## config.mk

```make
export PLATFORM = sky130hd
export DESIGN_NAME = axi_rd_decoder_n
export DESIGN_NICKNAME = d
export VERILOG_FILES = /design/src/rtl/axi_rd_decoder_n.sv
export SDC_FILE = /design/constraint.sdc
export NUM_CORES = 1
export LEC_CHECK = 0
export BUFFER_PORTS_ARGS = -buffer_cell sky130_fd_sc_hd__buf_2
export CAP_MARGIN = 20
export CORE_AREA = 2 2 82 84
export CTS_CLUSTER_SIZE = 8
export DETAILED_ROUTE_END_ITERATION = 10
export DIE_AREA = 0 0 84 86
export GPL_TIMING_DRIVEN = 0
export HOLD_SLACK_MARGIN = 0.15
export PLACE_DENSITY = 0.69
export SYNTH_ARGS = -nofsm -noshare
export SYNTH_HDL_FRONTEND = slang
export SYNTH_SLANG_ARGS = --single-unit
```

## constraint.sdc

```tcl
create_clock -name clk -period 2.84 [get_ports clk]
set_input_delay 0.284 -clock clk [delete_from_list [all_inputs] [get_ports clk]]
set_output_delay 0.284 -clock clk [all_outputs]
set_load 0.01 [all_outputs]
```

## src/rtl/axi_rd_decoder_n.sv

```systemverilog
// rtl/axi_rd_decoder_n.sv - AXI4-Lite read-channel decoder, one master to NUM_SLAVES slaves, in-order R return
// Optional macro AXI_RD_DEC_DECERR_EN: unmapped reads get an internal DECERR beat instead of going to slave 0.
module axi_rd_decoder_n #(
  parameter int NUM_SLAVES = 2,
  parameter int ADDR_W     = 32,
  parameter int DATA_W     = 32,
  parameter int MAX_OUTST  = 4,
  parameter logic [NUM_SLAVES*ADDR_W-1:0] SLV_BASE = {32'h0010_0000, 32'h0000_0000},
  parameter logic [NUM_SLAVES*ADDR_W-1:0] SLV_MASK = {32'hFFF0_0000, 32'hFFF0_0000}
) (
  input  logic                         clk,
  input  logic                         rst,
  input  logic [ADDR_W-1:0]            s_araddr,
  input  logic                         s_arvalid,
  output logic                         s_arready,
  output logic [DATA_W-1:0]            s_rdata,
  output logic [1:0]                   s_rresp,
  output logic                         s_rvalid,
  input  logic                         s_rready,
  output logic [NUM_SLAVES*ADDR_W-1:0] m_araddr,
  output logic [NUM_SLAVES-1:0]        m_arvalid,
  input  logic [NUM_SLAVES-1:0]        m_arready,
  input  logic [NUM_SLAVES*DATA_W-1:0] m_rdata,
  input  logic [NUM_SLAVES*2-1:0]      m_rresp,
  input  logic [NUM_SLAVES-1:0]        m_rvalid,
  output logic [NUM_SLAVES-1:0]        m_rready
);

  localparam int CNT_W = $clog2(MAX_OUTST + 1);
  localparam int PTR_W = $clog2(MAX_OUTST);
`ifdef AXI_RD_DEC_DECERR_EN
  localparam int TOK_W = $clog2(NUM_SLAVES + 1);
  localparam logic [TOK_W-1:0] DEC_TOK = TOK_W'(NUM_SLAVES);
`else
  localparam int TOK_W = (NUM_SLAVES > 1) ? $clog2(NUM_SLAVES) : 1;
`endif

  logic             hit;
  logic [TOK_W-1:0] sel;
  logic [TOK_W-1:0] push_tok;
  logic             fwd;
  logic             tgt_ready;
  logic             full;
  logic             empty;
  logic             push;
  logic             pop;
  logic [TOK_W-1:0] head;

  logic [TOK_W-1:0] fifo_q [MAX_OUTST];
  logic [PTR_W-1:0] wr_ptr;
  logic [PTR_W-1:0] rd_ptr;
  logic [CNT_W-1:0] count;

  assign m_araddr = {NUM_SLAVES{s_araddr}};

  // Descending scan so the lowest matching index is the one left in sel.
  always_comb begin
    hit = 1'b0;
    sel = '0;
    for (int i = NUM_SLAVES - 1; i >= 0; i--) begin
      if ((s_araddr & SLV_MASK[i*ADDR_W +: ADDR_W]) == SLV_BASE[i*ADDR_W +: ADDR_W]) begin
        hit = 1'b1;
        sel = TOK_W'(i);
      end
    end
  end

`ifdef AXI_RD_DEC_DECERR_EN
  assign push_tok = hit ? sel : DEC_TOK;
  assign fwd      = hit;
`else
  assign push_tok = hit ? sel : '0;
  assign fwd      = 1'b1;
`endif

  assign full  = (count == CNT_W'(MAX_OUTST));
  assign empty = (count == '0);
  assign head  = fifo_q[rd_ptr];

  always_comb begin
    tgt_ready = 1'b0;
    m_arvalid = '0;
    for (int i = 0; i < NUM_SLAVES; i++) begin
      if (push_tok == TOK_W'(i)) begin
        tgt_ready    = m_arready[i];
        m_arvalid[i] = s_arvalid & fwd & ~full & ~rst;
      end
    end
  end

  // A miss with the internal responder needs no slave handshake.
  assign s_arready = ~rst & ~full & (fwd ? tgt_ready : 1'b1);
  assign push      = s_arvalid & s_arready;
  assign pop       = s_rvalid & s_rready;

  always_comb begin
    s_rvalid = 1'b0;
    s_rdata  = '0;
    s_rresp  = '0;
    m_rready = '0;
    if (!rst && !empty) begin
      for (int i = 0; i < NUM_SLAVES; i++) begin
        if (head == TOK_W'(i)) begin
          s_rvalid    = m_rvalid[i];
          s_rdata     = m_rdata[i*DATA_W +: DATA_W];
          s_rresp     = m_rresp[i*2 +: 2];
          m_rready[i] = s_rready;
        end
      end
`ifdef AXI_RD_DEC_DECERR_EN
      if (head == DEC_TOK) begin
        s_rvalid = 1'b1;
        s_rresp  = 2'b11;
      end
`endif
    end
  end

  always_ff @(posedge clk) begin
    if (push) begin
      fifo_q[wr_ptr] <= push_tok;
    end
  end

  always_ff @(posedge clk or posedge rst) begin
    if (rst) begin
      wr_ptr <= '0;
      rd_ptr <= '0;
      count  <= '0;
    end else begin
      if (push) begin
        wr_ptr <= wr_ptr + 1'b1;
      end
      if (pop) begin
        rd_ptr <= rd_ptr + 1'b1;
      end
      case ({push, pop})
        2'b10:   count <= count + 1'b1;
        2'b01:   count <= count - 1'b1;
        default: count <= count;
      endcase
    end
  end

endmodule

```

==> flow_metrics.tcl <==
set metrics [dict create \
    vias_per_cell 4.08 \
    clkTransAtPathRegs_ns 0.05 \
    gr-usage-all-layers_pct 13.6 \
    seq_area_frac_synth_pct 17.3 \
    r2r-end "count[2]$_DFFE_PP0P_" \
    relSlewSlack_pct 64.2 \
    syn_area_um2 1710 \
    post-route-period-util_pct 93.9 \
    crit_start "rd_ptr[0]$_DFFE_PP0P_" \
    yosysTopAreaCellShare_pct 29.1 \
    syn_inst 206 \
    skew_ns 0.000735 \
    grt_overflow 0 \
    synth_edf_count 4 \
    synth_cell_types 29 \
    slew_violations 0 \
    cts_sinks 11 \
    initial_core_util_pct 27.2 \
    synth_flop_cell "dfrtp_1" \
    core_um2 6280 \
    drtIter0Drc 28 \
    tns_ns 0 \
    yosys_register_bits 11 \
    finalCriticalPeriod_ns 2.67 \
    dr.pass1.iters 4 \
    drive_gt1_share_pct 66.7 \
    fin_ws_ns 0.173 \
    grt_util_met2_pct 25.4 \
    gp_congestion 0.831 \
    drc 0 \
    diodes 0 \
    critPathArrivalTime_ns 2.83 \
    final_core_util_pct 44.8 \
    clk-insertion-delay-late_ns 0.23 \
    r2r_start "rd_ptr[0]$_DFFE_PP0P_" \
    dieArea_um2 7220 \
    synth_area_leaders "buf_4, mux2i_1, dfrtp_1" \
    die_h_um 86 \
    antenna_found_initial 0 \
    die_x_um 84 \
    rrSetupSlack_ns 0.17 \
    cp.required_ns 3.00 \
    cellPowerDensity_nw_per_um2 545 \
    finalWirelength_mm 5.44 \
    place_ws_ns 0.0730 \
    post-cts-setup-buffers 0 \
    rows 29 \
    synth_most_common_cell "buf_4" \
    total_leakage_power_nw 1.76 \
    synth.avg_cell_area_um2 8.28 \
    wl_per_cell_um 11.4 \
    setup_viol 0 \
    synth_top_cell_by_area "buf_4" \
    synthTopCellsByCount "buf_4, mux2i_1, nor2_1" \
    yosysWarnings 0 \
    grt_setup_unrepaired "no" \
    crit_type "reg2reg" \
    grt_pass1_wl_mm 8.22 \
    endpoint "count[2]$_DFFE_PP0P_" \
    ff2ff_path_depth 10 \
    synthToLayoutAreaGrowth_pct 65.1 \
    grt_max_degree 12 \
    vias 1956 \
    async_flop_share_pct 63.6 \
    cap_viol_max_count 0 \
    crit_path_start_kind "register" \
    busiest_layer "met2" \
    fillCellCount 646 \
    grt.met1_usage_pct 15.5 \
    status "finished clean" \
    worst_slew_pin_slew_ns 0.521 \
    drtAntennaViolNets 0 \
    grt_pass1_vias 1860 \
    portBuffers 191 \
    numCtsBuffers 3 \
    cts_tree "built" \
    io_pins 212 \
    grt.met3_usage_pct 4.04 \
    hold_viol_final 0 \
    maxClockFrequency_mhz 375 \
    clockBufferDepth 2 \
    syn-num-nets 320 \
    h-tree-depth 1 \
    hp-class "in2reg" \
    dp_hpwl_mm 4.81 \
    crit_fanout 10 \
    layout.nets 517 \
    endpoint_kind "register" \
    ir_worst_vdd_uv 284 \
    clockRootBuffer "clkbuf_8" \
]
## worst min path at each step
stage | startpoint | endpoint | slack, ns | cells past startpoint
finish | s_rready | rd_ptr[1]$_DFFE_PP0P_ | 0.41 | 3
global route | m_rvalid[0] | rd_ptr[1]$_DFFE_PP0P_ | 0.42 | 3
CTS | s_rready | rd_ptr[1]$_DFFE_PP0P_ | 0.42 | 3
detailed placement | rst | wr_ptr[1]$_DFFE_PP0P_ | 0.29 | 2
global placement | rst | wr_ptr[0]$_DFFE_PP0P_ | 0.29 | 2
floorplan | rst | count[0]$_DFFE_PP0P_ | 0.12 | 1
## repair_timing
item,4_1_cts,5_1_grt
setup endpoints to repair,0,1
gates resized for setup,0,1
hold buffers,1,0
hold endpoints to repair,7,0
## layout make-up
class	count	area, um2	area share, %
well taps	77	96.3	3.42
inverters	7	26.3	0.933
clock buffers	4	45.0	1.60
multi-input cells	116	858	30.5
plain buffers	72	528	18.8
flip-flops and latches	11	295	10.5
repair buffers	192	966	34.3
## metrics by stage
| stage | hold WS [ns] | instance area [um2] | total power [mW] | std cells |
|---|---|---|---|---|
| final | 0.410 | 2820 | 1.54 | 479 |
| after global routing | 0.419 | 2820 | 1.67 | 479 |
| after CTS | 0.418 | 2810 | 1.56 | 479 |
| after detailed placement | 0.290 | 2760 | 1.40 | 474 |
| after global placement | 0.288 | 2760 | 1.38 | 474 |
| after floorplan | 0.117 | 1710 | 1.03 | 206 |
## power by group
| part | total, mW | leakage [nW] | internal, mW | switching (mW) |
|---|---|---|---|---|
| registers | 0.270 | 0.117 | 0.221 | 0.0493 |
| clock network | 0.153 | 0.0228 | 0.0982 | 0.0550 |
| logic | 1.11 | 1.62 | 0.551 | 0.561 |
## worst max-delay path, stage by stage, from the launching register on
cell and delay [ns]:
dfrtp_1 0.40, mux4_2 0.52, buf_6 0.17, mux2i_1 0.16, nor3b_2 0.27, ha_1 0.24, inv_1 0.06, fa_1 0.37
xor2_1 0.15, nor2_1 0.11, xor2_1 0.15
## cells in the final DEF (no fill, tap or decap), drive strengths merged, types with 2 or more instances in the layout
cell    count
and2        5
xnor2       2
inv         7
nor4        2
ha          5
and3        2
clkbuf      8
nand3       2
xor2        3
mux2i      40
dfrtp       7
buf       259
nor2b       2
nand2       4
edfxtp      4
nor2       39
## registers in the layout (all words and copies together) (netlist names)
register  flops
wr_ptr        2
count         3
fifo_q        4
rd_ptr        2
## layer usage
metal	up-vias	part of all wire, %
li1	1001	-
met2	121	50
met4	0	0.79
met3	6	12
met5	-	0
met1	828	37
## logic make-up after synthesis
logic type	Yosys count	synth area share, %
buffers and inverters	79	32.5
and+or+nand+nor	61	16.6
adders and majority gates	6	4.84
xor gates and xnor gates	5	2.57
DFF	11	17.3
AOI/OAI and AO/OA	2	0.734
muxes	42	25.5
Power figures use the tool's default switching activity.
